### src/rtl/config_shadow_store.sv
// Double-buffered configuration store: a serial shift register feeds a shadow register on a validated commit.
// Optional even-parity frame check is enabled by defining CONFIG_PARITY_EN.
module config_shadow_store #(
  parameter int NumFields  = 3,
  parameter int FieldWidth = 6,
  parameter logic [NumFields*FieldWidth-1:0] ResetValue = '0
) (
  input  logic                             clk,
  input  logic                             resetN,
  input  logic                             serialEn,
  input  logic                             serialIn,
  output logic                             serialOut,
  input  logic                             commit,
  output logic [NumFields*FieldWidth-1:0]  fields,
  output logic                             configValid,
  output logic                             updated,
  output logic                             commitError
);

  localparam int DataBits = NumFields * FieldWidth;
`ifdef CONFIG_PARITY_EN
  localparam int FrameBits = DataBits + 1;
`else
  localparam int FrameBits = DataBits;
`endif
  localparam int CntW = $clog2(FrameBits + 2);
  localparam logic [CntW-1:0] CntFrame = CntW'(FrameBits);
  localparam logic [CntW-1:0] CntSat   = CntW'(FrameBits + 1);

  // state    | meaning
  // IDLE     | no bits shifted since reset or last commit
  // LOADING  | 1..FrameBits bits shifted; commit valid only at exactly FrameBits
  // OVERRUN  | more than FrameBits bits shifted; any commit is rejected
  typedef enum logic [1:0] {
    ST_IDLE    = 2'd0,
    ST_LOADING = 2'd1,
    ST_OVERRUN = 2'd2
  } state_t;

  state_t                 state_q, state_d;
  logic [FrameBits-1:0]   shift_q, shift_d;
  logic [CntW-1:0]        bit_cnt_q, bit_cnt_d;
  logic [DataBits-1:0]    fields_q, fields_d;
  logic                   cfg_valid_q, cfg_valid_d;
  logic                   updated_q, updated_d;
  logic                   commit_err_q, commit_err_d;

  logic [DataBits-1:0]    frame_data;
  logic                   parity_ok;
  logic                   frame_exact;
  logic                   accept;
  logic                   reject;

`ifdef CONFIG_PARITY_EN
  // Parity bit is the last bit shifted in, so it sits at the LSB.
  assign frame_data = shift_q[FrameBits-1:1];
  assign parity_ok  = ~(^shift_q);
`else
  assign frame_data = shift_q;
  assign parity_ok  = 1'b1;
`endif

  // Shift register and bit counter
  always_comb begin
    shift_d   = shift_q;
    bit_cnt_d = bit_cnt_q;
    if (serialEn) begin
      shift_d = {shift_q[FrameBits-2:0], serialIn};
      if (bit_cnt_q != CntSat) begin
        bit_cnt_d = bit_cnt_q + 1'b1;
      end
    end
    // Commit clears the count but keeps the shift data for the daisy chain.
    if (commit) begin
      bit_cnt_d = '0;
    end
  end

  always_ff @(posedge clk) begin
    if (!resetN) begin
      shift_q   <= '0;
      bit_cnt_q <= '0;
    end else begin
      shift_q   <= shift_d;
      bit_cnt_q <= bit_cnt_d;
    end
  end

  // FSM: state register
  always_ff @(posedge clk) begin
    if (!resetN) begin
      state_q <= ST_IDLE;
    end else begin
      state_q <= state_d;
    end
  end

  // FSM: next state
  always_comb begin
    state_d = state_q;
    if (commit) begin
      state_d = ST_IDLE;
    end else if (serialEn) begin
      case (state_q)
        ST_IDLE:    state_d = ST_LOADING;
        ST_LOADING: if (bit_cnt_q == CntFrame) state_d = ST_OVERRUN;
        ST_OVERRUN: state_d = ST_OVERRUN;
        default:    state_d = ST_IDLE;
      endcase
    end
  end

  // FSM: outputs / commit decision
  always_comb begin
    frame_exact  = (state_q == ST_LOADING) && (bit_cnt_q == CntFrame);
    accept       = commit && !serialEn && frame_exact && parity_ok;
    reject       = commit && !accept;
    fields_d     = accept ? frame_data : fields_q;
    cfg_valid_d  = cfg_valid_q | accept;
    updated_d    = accept;
    commit_err_d = reject;
  end

  always_ff @(posedge clk) begin
    if (!resetN) begin
      fields_q     <= ResetValue;
      cfg_valid_q  <= 1'b0;
      updated_q    <= 1'b0;
      commit_err_q <= 1'b0;
    end else begin
      fields_q     <= fields_d;
      cfg_valid_q  <= cfg_valid_d;
      updated_q    <= updated_d;
      commit_err_q <= commit_err_d;
    end
  end

  assign serialOut   = shift_q[FrameBits-1];
  assign fields      = fields_q;
  assign configValid = cfg_valid_q;
  assign updated     = updated_q;
  assign commitError = commit_err_q;

endmodule

### config.mk
export PLATFORM = sky130hd
export DESIGN_NAME = config_shadow_store
export DESIGN_NICKNAME = d
export VERILOG_FILES = /design/src/rtl/config_shadow_store.sv
export SDC_FILE = /design/constraint.sdc
export NUM_CORES = 1
export LEC_CHECK = 0
export ABC_CLOCK_PERIOD_IN_PS = 1400
export CAP_MARGIN = 15
export CORE_MARGIN = 2
export CORE_UTILIZATION = 40
export CTS_CLUSTER_SIZE = 12
export DETAILED_ROUTE_END_ITERATION = 10
export HOLD_SLACK_MARGIN = 0.02
export PLACE_DENSITY = 0.63
export SETUP_SLACK_MARGIN = 0.4
export SYNTH_ARGS = -nofsm -noshare
export SYNTH_HDL_FRONTEND = slang
export SYNTH_SLANG_ARGS = --single-unit
### constraint.sdc
create_clock -name clk -period 1.4 [get_ports clk]
set_input_delay 0.14 -clock clk [delete_from_list [all_inputs] [get_ports clk]]
set_output_delay 0.14 -clock clk [all_outputs]
set_load 0.02 [all_outputs]
==> flow_summary.yaml <==
outcome:
  outcome: "finished, violations left"
  violations: "setup timing"
synth:
  ys_async_sr_fraction_pct: 0
  synth-main-ff-cell: "dfxtp_1"
  ys_seq_elements: 46
  ys_types: 27
  ys_warn_count: 0
  synth_edf_count: 0
  netlist_area_mm2: 0.001932
  synth-seq-area-share_pct: 47.67
  syn_inst: 191
  syn_avg_cell_area_um2: 10.11
  mappedNetlistNets: 200
layout:
  layout-drive-gt1-share_pct: 27.78
  fin_area_mm2: 0.002387
  mostFrequentLayoutCell: "dfxtp_1"
  layout.cells.most_common_list: "dfxtp_1, nand2_1, mux2i_1"
  area_growth_pct: 23.58
  nets: 243
  antenna_cells: 0
place:
  post-place-ws_ps: -33.04
  portBuffers: 26
  dp_hpwl_um: 2375
  gp_congestion: 0.7459
  placed_cell_area_mm2: 0.002377
route:
  wl_per_cell_um: 12.00
  ant_nets: 0
  vias: 1373
  drt_iter0_markers: 65
  vias_per_cell: 4.767
  dr.pass1.iters: 4
  drc: 0
  wl_um: 3456
power:
  p_per_area_mw_per_mm2: 928.0
  finalPower_uw: 2215
  leakage_uw: 0.0009533
  vdd_drop_max_uv: 515.7
setup_path:
  crit_required_ps: 1620
  worst_ep_arrival_time_ps: 1620
  crit_type: "register to register"
  crit_fanout: 10
  critPathCaptureType: "register"
  startpoint_type: "register"
global_route:
  grt_pass1_vias: 1319
  grt_pass1_wl_um: 6009
  antenna_found_initial: 0
  overflow: 0
  track_usage_pct: 14.05
  grt_max_degree: 37
timing:
  hold-worst-slack_ps: 333.1
  skew_ps: 6.280
  tightest_slew_ps: 305.2
  fin_crit_ps: 1400
  hold_viol: 0
  finalMaxSlewViolations: 0
  clock.fmax_mhz: 714.1
  rsz0062_at_grt: "true"
  fin_ws_ps: -0.4439
  min_period_over_period_pct: 100.0
  finalSetupViolCount: 1
  slew_headroom_pct: 79.66
  setup_tns_ps: -0.4439
clock_tree:
  clock-sinks: 46
  clockBufferDepth: 2
  cts_tree: "done"
  clk_pin_slew_ps: 80
  postCtsHoldBufs: 0
  cts_root_buffer: "clkbuf_8"
  clock_latency_ps: 280
  htree_levels: 2
  cts_inserted_buffers: 5
job:
  drv_cap: 0
worst_hold_path:
  hold_path.class: "input pin to register"
floorplanning:
  pin_count: 27
  die-area_mm2: 0.005402
  die_y_um: 73.50
  core_area_mm2: 0.004692
  initial_core_util_pct: 41.17
  die_x_um: 73.50
  rows: 25
==> logic make-up (layout without fill, tap and decap cells) <==
group / Yosys count / in the layout / share of synthesized area [%]
muxes: 36 / 36 / 18.65
adders and majority gates: 4 / 4 / 2.591
xor gates and xnor gates: 2 / 2 / 0.9069
AOI/OAI and AO/OA: 8 / 8 / 2.785
DFF: 46 / 46 / 47.67
and+or+nand+nor: 78 / 78 / 21.70
buffers and inverters: 17 / 60 / 5.699
==> state kept, by name, indices dropped and copies added (netlist names) <==
name	flops
bit_cnt_q	5
commitError	1
configValid	1
fields	18
frame_data	18
state_q	2
updated	1
==> layer usage <==
| metal | up-vias | GRT usage [%] | routed length [um] |
|---|---|---|---|
| li1 | 723 | - | - |
| met1 | 633 | 19.35 | 1763 |
| met2 | 15 | 21.63 | 1577 |
| met3 | 2 | 4.390 | 103 |
| met4 | 0 | 3.030 | 12 |
| met5 | - | 0 | 0 |
==> repair_timing <==
action                                  CTS  global route
endpoints found under the setup margin   56            30
pin swaps                                 1             1
resized for setup                        94             3
cloned                                    1             0
setup buffers                             2             0
endpoints found under the hold margin     0             0
==> critical path, cell delays in order, from the launching register on <==
cell and delay [ps]:
dfxtp_2 340, inv_2 60, ha_4 110, and4bb_4 220, and4_4 260, buf_12 150, mux2i_1 180
==> Yosys cell counts (all sizes together) (2+ instances only) <==
master	number	share of area (%)
ha	4	2.6
dfxtp	46	48
inv	4	0.78
buf	8	4.0
xor2	2	0.91
o21ai	2	0.52
nor2	3	0.58
mux2i	36	19
nor2b	19	6.2
o32ai	2	0.91
nand4b	4	1.8
a21oi	2	0.52
and4bb	2	1.5
clkbuf	5	0.97
nand4	4	1.3
nand2	38	7.4
nand3b	2	0.78
or3	2	0.65
==> report_power, final <==
part	switching, uW	internal (uW)
combinational	74.5	72.1
clock	403	344
sequential	6.74	1320
total	484	1730
==> path summary, 6_finish.rpt <==
path                                   from                       to  slack (ps)  cells past startpoint
setup / recovery  bit_cnt_q[0]$_SDFFE_PP0P_   fields[4]$_SDFFE_PN0P_        -0.4                      6
setup reg to reg  bit_cnt_q[0]$_SDFFE_PP0P_   fields[4]$_SDFFE_PN0P_        -0.4                      6
hold reg to reg     fields[10]$_SDFFE_PN0P_  fields[10]$_SDFFE_PN0P_         460                      2
hold / removal                       resetN   commitError$_SDFF_PN0_         330                      4
==> through the flow <==
step,instances,util [%]
after global routing,288,50.88
after CTS,288,50.91
after floorplan,191,-
final,288,50.88
after global placement,278,50.67
after detailed placement,278,50.67
==> cell type report <==
class / instances / area, um2
Multi-Input combinational cell: 128 / 935.9
Tap cell: 54 / 67.56
Inverter: 4 / 15.01
Sequential cell: 46 / 928.4
Timing Repair Buffer: 49 / 364.1
Fill cell: 447 / 2305
Clock buffer: 7 / 76.32
No activity file was read; power rests on OpenSTA's default activity.
